===== src/rtl/bldc_pkg.sv =====
// Shared BLDC definitions: datapath width, quadrature state encoding and the
// quadrature step decoder. Also used by the hall-sensor block.
//   quad_decode(prev_ab, cur_ab) -> {step (signed -1/0/+1), illegal}
//   {A,B} forward order: 00 -> 10 -> 11 -> 01 -> 00
package bldc_pkg;

   localparam int SPEED_W = 32;

   localparam logic [1:0] QUAD_S0 = 2'b00;
   localparam logic [1:0] QUAD_S1 = 2'b10;
   localparam logic [1:0] QUAD_S2 = 2'b11;
   localparam logic [1:0] QUAD_S3 = 2'b01;

   typedef struct packed {
      logic signed [1:0] step;
      logic              illegal;
   } quad_step_t;

   // Next {A,B} state in the forward direction.
   function automatic logic [1:0] quad_next(input logic [1:0] ab);
      logic [1:0] nxt;
      case (ab)
         QUAD_S0: nxt = QUAD_S1;
         QUAD_S1: nxt = QUAD_S2;
         QUAD_S2: nxt = QUAD_S3;
         default: nxt = QUAD_S0;
      endcase
      return nxt;
   endfunction

   // Both bits changing at once cannot be attributed to a direction.
   function automatic quad_step_t quad_decode(input logic [1:0] prev_ab,
                                              input logic [1:0] cur_ab);
      quad_step_t res;
      res.step    = 2'sd0;
      res.illegal = 1'b0;
      if (cur_ab != prev_ab) begin
         if (cur_ab == quad_next(prev_ab)) begin
            res.step = 2'sd1;
         end else if (prev_ab == quad_next(cur_ab)) begin
            res.step = -2'sd1;
         end else begin
            res.illegal = 1'b1;
         end
      end
      return res;
   endfunction

endpackage


===== src/rtl/quad_glitch_filter.sv =====
// Two-flop synchroniser followed by a persistence filter for one encoder line.
//   clk, reset_n : system clock, synchronous active-low reset
//   raw          : asynchronous encoder input
//   filtered     : level that changes only after the synchronised input has
//                  differed from it for GLITCH_CYCLES consecutive cycles
module quad_glitch_filter #(
   parameter int unsigned GLITCH_CYCLES = 4
) (
   input  logic clk,
   input  logic reset_n,
   input  logic raw,
   output logic filtered
);

   localparam int unsigned CNT_W = (GLITCH_CYCLES > 1) ? $clog2(GLITCH_CYCLES) : 1;

   logic [1:0]       sync_q;
   logic             filt_q, filt_d;
   logic [CNT_W-1:0] cnt_q, cnt_d;

   always_comb begin
      filt_d = filt_q;
      cnt_d  = cnt_q;
      if (sync_q[1] == filt_q) begin
         // Any return to the current level restarts the persistence count.
         cnt_d = '0;
      end else if (cnt_q == CNT_W'(GLITCH_CYCLES - 1)) begin
         filt_d = sync_q[1];
         cnt_d  = '0;
      end else begin
         cnt_d = cnt_q + CNT_W'(1);
      end
   end

   always_ff @(posedge clk) begin
      if (!reset_n) begin
         sync_q <= '0;
         filt_q <= 1'b0;
         cnt_q  <= '0;
      end else begin
         sync_q <= {sync_q[0], raw};
         filt_q <= filt_d;
         cnt_q  <= cnt_d;
      end
   end

   assign filtered = filt_q;

endmodule


===== src/rtl/encoder_speed_estimator.sv =====
// Quadrature encoder front end: deglitched 4x decode into a wrapping position,
// per-tick displacement and a 2^AVG_LOG2-deep moving average of it.
//   clk, reset_n    : 100 MHz clock, synchronous active-low reset
//   clk_20k_enable  : control-tick strobe; latches the window displacement
//   enc_a, enc_b    : raw encoder lines
//   dir_invert      : negate counting direction
//   pos_load(_value): overwrite position (and window start)
//   err_clear       : clear the sticky illegal-transition flag
//   actual_speed    : averaged ticks/sample, speed_valid pulses on update
//   position        : signed wrapping count, enc_error sticky error flag
module encoder_speed_estimator
   import bldc_pkg::*;
#(
   parameter int unsigned AVG_LOG2      = 2,
   parameter int unsigned GLITCH_CYCLES = 4
) (
   input  logic               clk,
   input  logic               reset_n,
   input  logic               clk_20k_enable,
   input  logic               enc_a,
   input  logic               enc_b,
   input  logic               dir_invert,
   input  logic               pos_load,
   input  logic [SPEED_W-1:0] pos_load_value,
   input  logic               err_clear,
   output logic [SPEED_W-1:0] actual_speed,
   output logic               speed_valid,
   output logic [SPEED_W-1:0] position,
   output logic               enc_error
);

   localparam int unsigned DEPTH       = 1 << AVG_LOG2;
   localparam int unsigned SUM_W       = SPEED_W + AVG_LOG2;
   localparam int unsigned PTR_W       = (AVG_LOG2 > 0) ? AVG_LOG2 : 1;
   // Synchroniser plus filter latency, so prev_ab sees the settled power-up level.
   localparam int unsigned INIT_CYCLES = GLITCH_CYCLES + 2;
   localparam int unsigned INIT_W      = $clog2(INIT_CYCLES + 1);

   localparam logic StInit = 1'b0;
   localparam logic StRun  = 1'b1;

   logic filt_a, filt_b;

   quad_glitch_filter #(.GLITCH_CYCLES(GLITCH_CYCLES)) u_filt_a (
      .clk      (clk),
      .reset_n  (reset_n),
      .raw      (enc_a),
      .filtered (filt_a)
   );

   quad_glitch_filter #(.GLITCH_CYCLES(GLITCH_CYCLES)) u_filt_b (
      .clk      (clk),
      .reset_n  (reset_n),
      .raw      (enc_b),
      .filtered (filt_b)
   );

   logic                     state_q, state_d;
   logic [INIT_W-1:0]        init_cnt_q, init_cnt_d;
   logic [1:0]               prev_ab_q, cur_ab;
   quad_step_t               dec;
   logic signed [1:0]        step_raw, step;
   logic [SPEED_W-1:0]       step_ext;
   logic                     illegal;
   logic [SPEED_W-1:0]       position_q, position_d;
   logic [SPEED_W-1:0]       snapshot_q, snapshot_d;
   logic [SPEED_W-1:0]       delta_q, delta_d;
   logic                     err_q, err_d;
   logic                     avg_pend_q, valid_q;
   logic [SPEED_W-1:0]       ring_q [DEPTH];
   logic [SPEED_W-1:0]       oldest;
   logic [PTR_W-1:0]         wr_ptr_q, wr_ptr_d;
   logic signed [SUM_W-1:0]  sum_q, sum_d;
   logic [SPEED_W-1:0]       speed_q, speed_d;

   always_comb begin
      cur_ab   = {filt_a, filt_b};
      dec      = quad_decode(prev_ab_q, cur_ab);
      step_raw = (state_q == StRun) ? dec.step : 2'sd0;
      step     = dir_invert ? -step_raw : step_raw;
      step_ext = SPEED_W'(step);
      illegal  = (state_q == StRun) && dec.illegal;

      state_d    = state_q;
      init_cnt_d = init_cnt_q;
      if (state_q == StInit) begin
         if (init_cnt_q == INIT_W'(INIT_CYCLES)) begin
            state_d = StRun;
         end else begin
            init_cnt_d = init_cnt_q + INIT_W'(1);
         end
      end

      // Window bookkeeping uses pre-step values; a load restarts the window.
      delta_d    = clk_20k_enable ? (position_q - snapshot_q) : delta_q;
      snapshot_d = pos_load ? pos_load_value : (clk_20k_enable ? position_q : snapshot_q);
      position_d = pos_load ? pos_load_value : (position_q + step_ext);

      // A fresh illegal transition outranks a clear in the same cycle.
      err_d = illegal ? 1'b1 : (err_clear ? 1'b0 : err_q);

      oldest   = ring_q[wr_ptr_q];
      sum_d    = sum_q + SUM_W'($signed(delta_q)) - SUM_W'($signed(oldest));
      speed_d  = SPEED_W'(sum_d >>> AVG_LOG2);
      wr_ptr_d = (wr_ptr_q == PTR_W'(DEPTH - 1)) ? '0 : wr_ptr_q + PTR_W'(1);
   end

   always_ff @(posedge clk) begin
      if (!reset_n) begin
         state_q    <= StInit;
         init_cnt_q <= '0;
         prev_ab_q  <= '0;
         position_q <= '0;
         snapshot_q <= '0;
         delta_q    <= '0;
         err_q      <= 1'b0;
         avg_pend_q <= 1'b0;
         valid_q    <= 1'b0;
         wr_ptr_q   <= '0;
         sum_q      <= '0;
         speed_q    <= '0;
         for (int i = 0; i < int'(DEPTH); i++) ring_q[i] <= '0;
      end else begin
         state_q    <= state_d;
         init_cnt_q <= init_cnt_d;
         prev_ab_q  <= cur_ab;
         position_q <= position_d;
         snapshot_q <= snapshot_d;
         delta_q    <= delta_d;
         err_q      <= err_d;
         avg_pend_q <= clk_20k_enable;
         valid_q    <= avg_pend_q;
         if (avg_pend_q) begin
            ring_q[wr_ptr_q] <= delta_q;
            sum_q            <= sum_d;
            speed_q          <= speed_d;
            wr_ptr_q         <= wr_ptr_d;
         end
      end
   end

   assign actual_speed = speed_q;
   assign speed_valid  = valid_q;
   assign position     = position_q;
   assign enc_error    = err_q;

endmodule


===== config.mk =====
export PLATFORM = sky130hd
export DESIGN_NAME = encoder_speed_estimator
export DESIGN_NICKNAME = d
export VERILOG_FILES = /design/src/rtl/bldc_pkg.sv /design/src/rtl/quad_glitch_filter.sv /design/src/rtl/encoder_speed_estimator.sv
export SDC_FILE = /design/constraint.sdc
export NUM_CORES = 1
export LEC_CHECK = 0
export ABC_AREA = 1
export BUFFER_PORTS_ARGS = -buffer_cell sky130_fd_sc_hd__buf_2
export CAP_MARGIN = 20
export CORE_UTILIZATION = 30
export CTS_CLUSTER_SIZE = 12
export DETAILED_ROUTE_END_ITERATION = 12
export MAX_ROUTING_LAYER = met4
export PLACE_DENSITY = 0.49
export REMOVE_ABC_BUFFERS = 1
export SLEW_MARGIN = 10
export SYNTH_ARGS = -nofsm -noshare
export SYNTH_HDL_FRONTEND = slang
export SYNTH_SLANG_ARGS = --single-unit

===== constraint.sdc =====
create_clock -name clk -period 3.5 [get_ports clk]
set_input_delay 0.525 -clock clk [delete_from_list [all_inputs] [get_ports clk]]
set_output_delay 0.525 -clock clk [all_outputs]
set_load 0.02 [all_outputs]

======== Word-level counts from Yosys, hierarchy flattened ========
Memory sizes are Yosys's and may differ from the RTL's. A register that Yosys moved wholly into a read port is not among the register bits.
Index checks and enable logic that the tools add are counted.
cells by class
  shift operators ......................... 0
  multipliers ............................. 0
  divide/modulo/power cells ............... 0
  bitwise operators ....................... 5
  mux-type cells .......................... 29
  add/subtract/negate cells ............... 9
  equal/unequal tests ..................... 13
  reduce and logical (&&, ||, !) cells .... 11
  magnitude comparators ................... 0
operator list
  operator                                     number
  2-to-1 mux 32 bit                            4
  adder 34 x 32 -> 34 bit                      1
  subtractor 34 x 32 -> 34 bit                 1
  adder 32 bit                                 1
  OR reduction 32 bit                          1
  subtractor 32 bit                            1
  2-to-1 mux 2 bit                             11
  equality test 2 bit, second input constant   7
  one-hot mux 2 bit (3 select lines)           2
  2-to-1 mux 1 bit                             11
  adder 2 x 1 -> 2 bit, second input constant  3
  AND reduction 2 bit                          3
  OR reduction 3 bit                           2
  NOT 1 bit                                    5
  equality test 2 bit                          2
  logical NOT 2 bit                            2
  nonzero test 2 bit                           2
  adder 3 x 1 -> 3 bit, second input constant  1
  equality test 3 bit, second input constant   1
  2-to-1 mux 3 bit                             1
  equality test 1 bit                          2
  inequality test 2 bit                        1
  negator 2 bit                                1
  logical AND 1 bit                            1
storage, ports and cells
  register bits after elaboration ......... 183
  ROM bits ................................ 0
  memories ................................ 1
  RAM bits ................................ 128
  output and inout port bits .............. 66
  latch bits .............................. 0
  word-level logic and storage cells ...... 86
  input port bits ......................... 40
memories
  memory  words  width  rd ports  clocked after Yosys merged registers in  write ports  RTL line                       RTL
  ring_q  4      32     1         1                                        4            encoder_speed_estimator.sv:70  logic [SPEED_W-1:0] ring_q [DEPTH];

======== Longest topological paths before layout ========
Gate-level depths: netlist of the first run.
  word-level depth ........................ 15
  depth in mapped cells ................... 21
  mapped depth without buffers ............ 20

======== By module ========
From an unflattened synthesis of the first run, not the netlist that was laid out.
unflattened totals
  cells, all modules ...................... 2719
  area total of the unflattened synthesis .. 19124.6 um2
by module, submodules not included
  module                   seq. area each (um2)  area each (um2)  times used  cells each
  encoder_speed_estimator  6706.4                18756.7          1           2675
  quad_glitch_filter       100.1                 183.9            2           22

======== Worst setup path after synthesis of the first run ========
OpenSTA, ideal clock, no wires.
  path type ............................... input port to flip-flop
  start point ............................. in reset_n
  end point ............................... mem ring_q[3][0], enable pin
  buffers on the path ..................... 0
  path slack .............................. 0.010 ns
  cell stages on the path ................. 3
  data required time ...................... 3.039 ns
  arrival time ............................ 3.028 ns
  setup time .............................. 0.461 ns
  cells stage by stage .................... nand2_1 > nor2_1 > nor3_1
RTL lines
  item         RTL line                       RTL
  from (decl)  encoder_speed_estimator.sv:18  input logic reset_n,
  to (decl)    encoder_speed_estimator.sv:70

==> results.py, run 1 <==
metrics = {
    "timing": {
        "fmax_mhz": 295.2,
        "setup_viol": 0,
        "rsz0062_at_grt": "false",
        "hold_violations": 0,
        "setup_ws_ps": 112.6,
        "clock_skew_ps": 25.90,
        "slew_headroom_pct": 41.61,
        "finalCriticalPeriod_ps": 3387,
        "worst_pin_slew_ps": 874.9,
        "setup_tns_ps": 0,
        "slew_violations": 0,
        "min_period_over_period_pct": 96.78,
    },
    "power": {
        "worst_ir_drop_vdd_mv": 0.3280,
        "power_mw": 12.62,
        "p_leak_nw": 10.69,
        "powerDensity_nw_per_um2": 585.5,
    },
    "placed_design": {
        "hpwl_um": 44470,
        "gp_congestion": 0.9282,
        "place_ws_ps": 257.2,
        "dp_cells": 3580,
        "io_buffers": 105,
    },
    "global_routing": {
        "globalRouteTotalUtil_pct": 19.17,
        "grt_overflow": 0,
        "grt_pass1_wl_um": 93340,
        "grt_max_degree": 65,
        "grt_antenna_before_repair": 0,
        "grt_pass1_vias": 16990,
    },
    "synth": {
        "ys_seq_area_share_pct": 36.35,
        "synth_warnings": 0,
        "synthArstFlopShare_pct": 0,
        "synth.avg_cell_area_um2": 7.003,
        "syn-instance-count": 2713,
        "synth_edf_count": 128,
        "netlist_area_um2": 19000,
        "ys_ff_latch": 281,
        "synth_ff_type": "dfxtp_1",
        "ys_types": 51,
    },
    "floorplanning": {
        "fp-row-count": 91,
        "io_pins": 106,
        "placeableCoreArea_um2": 62170,
        "die_h_um": 253.7,
        "die_x_um": 253.7,
        "dieArea_um2": 64340,
        "start_util_pct": 30.56,
    },
    "route": {
        "wl_um": 59380,
        "drtIter0Drc": 860,
        "antenna_left": 0,
        "drc": 0,
        "vias_per_cell": 4.660,
        "first_pass_iters": 5,
        "wl_per_cell_um": 16.28,
        "num_vias": 17000,
    },
    "setup_path": {
        "crit_path_max_fanout": 14,
        "crit_required_ps": 3960,
        "crit_type": "reg -> reg",
        "cp-start-kind": "register",
        "critPathArrivalTime_ps": 3850,
        "critPathCaptureType": "register",
    },
    "final_layout": {
        "nNetsFinal": 2961,
        "utilization_pct": 34.68,
        "drive_gt1_share_pct": 9.712,
        "mostFrequentLayoutCell": "nand2_1",
        "final_cell_mix": "nand2_1, inv_1, nor2_1",
        "syn2layout_area_growth_pct": 13.46,
        "layout.cells.non_filler": 3648,
        "diodes": 0,
    },
    "hold_path": {
        "hold_path.class": "in -> reg",
        "hp-start": "enc_b",
    },
    "clock_tree": {
        "cts-root-buf": "clkbuf_16",
        "clk_path_buf_depth": 3,
        "path_clk_slew_ps": 60,
        "h-tree-depth": 2,
        "cts.sinks": 281,
        "cts_buffers": 36,
        "clk_latency_ps": 570,
        "cts_tree": "done",
    },
    "job": {
        "drv_cap": 0,
    },
    "status": {
        "outcome": "finished clean",
    },
}
-- worst max-delay path, stage by stage (launching register included) --
cell	delay (ps)
dfxtp_4	400
inv_2	110
buf_4	210
o21ai_0	210
o22ai_1	120
fa_1	490
inv_1	40
ha_1	350
nand2_1	130
nor2_2	180
nand2_1	160
clkinv_1	120
nand4_1	200
nand3b_1	220
nand2_1	120
nand2_1	70
nand2_1	50
nand3_1	60
nand2_1	50
-- power breakdown --
part | internal [mW] | switching [mW]
clock network | 2.24 | 1.56
registers | 3.73 | 0.194
logic | 1.55 | 3.34
-- sequential cells by signal, indices dropped and copies added (netlist names), 2 cells and up, named ones only --
register,cells
u_filt_a.sync_q,2
prev_ab_q,2
u_filt_b.sync_q,2
init_cnt_q,3
u_filt_a.cnt_q,2
delta_q,32
position,32
u_filt_b.cnt_q,2
ring_q,128
sum_q,34
wr_ptr_q,2
snapshot_q,32
-- metal layers --
metal / vias to the layer above / share of wire (%) / track usage (%)
met5: - / 0 / -
met4: 0 / 2.6 / 5.731
met3: 94 / 3.6 / 2.284
met2: 344 / 48 / 32.36
met1: 7855 / 46 / 23.94
li1: 8707 / - / -
-- final cells by class --
cell class / count / area, µm²
Sequential cell: 281 / 6910
Timing Repair Buffer: 136 / 837.1
Tap cell: 837 / 1047
Fill cell: 6821 / 40610
Multi-Input combinational cell: 1825 / 9676
Clock inverter: 19 / 206.4
Clock buffer: 47 / 992.2
Inverter: 503 / 1888
-- synthesized netlist by cell type, types with 3 or more instances --
cell	n	area, µm²
ha_1	103	1289
nand3_1	138	690.7
or2_2	6	37.54
nand2_1	648	2432
and2_1	5	31.28
xor2_1	17	148.9
o21ai_0	160	800.8
nand3b_1	13	97.59
nor3_2	4	40.04
o21bai_1	10	75.07
clkbuf_1	50	187.7
o21ai_2	4	35.03
nor2_2	11	68.82
nor2_1	344	1291
nand2_2	34	212.7
clkinv_1	4	15.01
inv_1	493	1851
buf_4	33	247.7
a21oi_1	166	830.8
dfxtp_1	153	3063
inv_2	6	22.52
buf_2	11	55.05
buf_1	8	30.03
fa_1	35	700.7
edfxtp_1	128	3844
o211ai_1	26	195.2
a21o_1	5	37.54
a21oi_2	3	26.28
nand4_1	10	62.56
nor4_1	6	37.54
nor3_1	9	45.04
o22ai_1	40	250.2
a31oi_1	4	25.02
-- final timing paths --
kind | cells after the start | to | slack, ps
worst max-delay path | 18 | sum_q[33] | 110
worst min-delay path | 3 | u_filt_b.sync_q[0] | 160
worst max register to register | 18 | sum_q[33] | 110
worst min register to register | 2 | u_filt_b.sync_q[1] | 410
-- per-stage QoR --
| step | hold slack [ps] | instance area [µm²] |
|---|---|---|
| global route | 159.7 | 21560 |
| CTS | 125.1 | 21510 |
| floorplan | 390.0 | 18460 |
| global placement | 394.0 | 20310 |
| finish | 159.6 | 21560 |
| detailed placement | 401.8 | 20310 |
-- kinds of logic after synthesis --
group           Yosys count  share of synthesized area (%)
simple gates           1238                          27.03
xor+xnor                 19                         0.8759
flops                   281                          36.35
buf+inv                 607                          12.76
compound gates          430                          12.51
fa+ha+maj               138                          10.47
-- repair_timing --
item | in CTS | in global routing
endpoints found under the setup margin | 0 | 1
resized for setup | 0 | 4
buffers inserted | 0 | 0
hold buffers | 0 | 0
(Power assumes the default switching activity.)
==> run 2: changes to the inputs <==
PLACE_DENSITY = default   (was 0.49)
PLACE_DENSITY_LB_ADDON = 0.2   (was default)
==> results.py, run 2 (same netlist as run 1, synthesis figures left out) <==
metrics = {
    "status": {
        "outcome": "finished clean",
    },
    "floorplanning": {
        "die_x_um": 253.7,
        "placeableCoreArea_um2": 62170,
        "die_h_um": 253.7,
        "dieArea_um2": 64340,
        "fp-row-count": 91,
        "io_pins": 106,
        "start_util_pct": 30.56,
    },
    "final_layout": {
        "drive_gt1_share_pct": 9.598,
        "diodes": 0,
        "reg.largest.list": "ring_q x128, sum_q x34",
        "nNetsFinal": 2964,
        "final_cell_mix": "nand2_1, inv_1, nor2_1",
        "regMostFlops": "ring_q",
        "mostFrequentLayoutCell": "nand2_1",
        "utilization_pct": 34.64,
        "largest_register_ffs": 128,
        "syn2layout_area_growth_pct": 13.34,
    },
    "timing": {
        "hold_violations": 0,
        "finalCriticalPeriod_ps": 3205,
        "fmax_mhz": 312.0,
        "worst_pin_slew_ps": 834.8,
        "slew_violations": 0,
        "slew_headroom_pct": 44.29,
        "min_period_over_period_pct": 91.57,
        "setup_viol": 0,
        "clock_skew_ps": 17.81,
        "rsz0062_at_grt": "false",
    },
    "clock_tree": {
        "cts-root-buf": "clkbuf_16",
        "path_clk_slew_ps": 60,
        "h-tree-depth": 2,
        "clk_path_buf_depth": 3,
        "cts_tree": "done",
        "clk_latency_ps": 550,
        "cts.sinks": 281,
        "cts_buffers": 36,
    },
    "global_routing": {
        "globalRouteTotalUtil_pct": 19.11,
        "grt_pass1_wl_um": 93090,
        "grt_antenna_before_repair": 0,
        "grt_max_degree": 61,
        "grt_pass1_vias": 17050,
        "grt_overflow": 0,
    },
    "route": {
        "wl_per_cell_um": 16.12,
        "antenna_left": 0,
        "wl_um": 58850,
        "first_pass_iters": 5,
        "drc": 0,
        "drtIter0Drc": 868,
        "vias_per_cell": 4.660,
        "num_vias": 17010,
    },
    "setup_path": {
        "critPathMaxStageDelay_ps": 460,
        "cp_slowest_cell": "fa_1",
        "regToRegEndpoint": "sum_q[33]",
        "regToRegSetupSlack_ps": 300,
        "crit_required_ps": 3940,
        "critPathCaptureType": "register",
        "crit_type": "reg -> reg",
        "crit_family": "simple AND/OR/NAND/NOR gates",
        "reg2reg_depth": 15,
        "cp-start-kind": "register",
        "cp_cell_sequence": "buf_6 > o21ai_0 > o22ai_1 > fa_1 > inv_1 > ha_1 > a21oi_1 > nor2_1 > nor2_1 > nand2_1 > nand3b_1 > nand2_1 > nand3_1 > nand3_1 > nand2_1",
        "critPathBufInv": 2,
        "crit_path_max_fanout": 30,
        "critPathArrivalTime_ps": 3640,
        "cpMostUsedCell": "nand2_1",
    },
    "job": {
        "drv_cap": 0,
    },
    "power": {
        "worst_ir_drop_vdd_mv": 0.2703,
        "powerDensity_nw_per_um2": 584.1,
        "p_leak_nw": 10.67,
        "power_mw": 12.58,
    },
    "hold_path": {
        "hp-start": "enc_b",
        "holdPathEnd": "u_filt_b.sync_q[0]",
        "min_path_cells": 3,
        "hold_path.class": "in -> reg",
    },
    "placed_design": {
        "io_buffers": 105,
        "hpwl_um": 44400,
        "gp_congestion": 0.9185,
    },
}
## run 2: layer usage
| metal | GRT usage (%) | wire length (µm) | vias up |
|---|---|---|---|
| li1 | - | - | 8728 |
| met1 | 23.79 | 27010 | 7847 |
| met2 | 32.04 | 27840 | 340 |
| met3 | 2.212 | 2215 | 95 |
| met4 | 6.454 | 1784 | 0 |
| met5 | - | 0 | - |
## run 2: worst max-delay path by stage
| stage | from | endpoint | slack (ps) | cells after the start |
|---|---|---|---|---|
| final | register | sum_q[33] | 300 | 15 |
| after global routing | register | sum_q[30] | 4 | 14 |
| after CTS | register | sum_q[30] | 180 | 14 |
| after detailed placement | register | sum_q[30] | 200 | 14 |
| after global placement | register | sum_q[30] | 200 | 14 |
| after floorplan | reset_n | ring_q[3][0] | -620 | 3 |
## run 2: cell type report
class                   instances  area [µm²]
clock inverters                18       183.9
clock buffers                  47        1005
flip-flops and latches        281        6908
fillers                      6783       40630
well taps                     837        1047
repair buffers                139       824.5
inverters                     503        1888
multi-input cells            1825        9677
## run 2: power by group
group / switching [mW] / internal [mW] / leakage (nW) / total (mW)
sequential: 0.190 / 3.73 / 2.59 / 3.92
combinational: 3.35 / 1.55 / 7.50 / 4.89
clock: 1.51 / 2.25 / 0.580 / 3.77
## run 2: per-stage QoR
stage	setup WS [ps]	setup TNS [ps]	hold slack (ps)	area, µm²	cells
finish	295.1	0	161.3	21530	3650
floorplan	-622.2	-33750	390.0	18460	2609
CTS	175.3	0	133.2	21500	3649
global placement	204.0	0	394.1	20310	3584
global route	3.942	0	169.1	21530	3650
detailed placement	201.8	0	410.5	20310	3584
## run 2: repair_timing
item                       4_1_cts  5_1_grt
buffers inserted                 0        0
setup endpoints to repair        0        3
resized for setup                0        4
hold buffers                     0        0
## run 2: worst min-delay path, cell delays in order
cell and delay (ps):
buf_2 70, nand2_1 40, inv_1 40
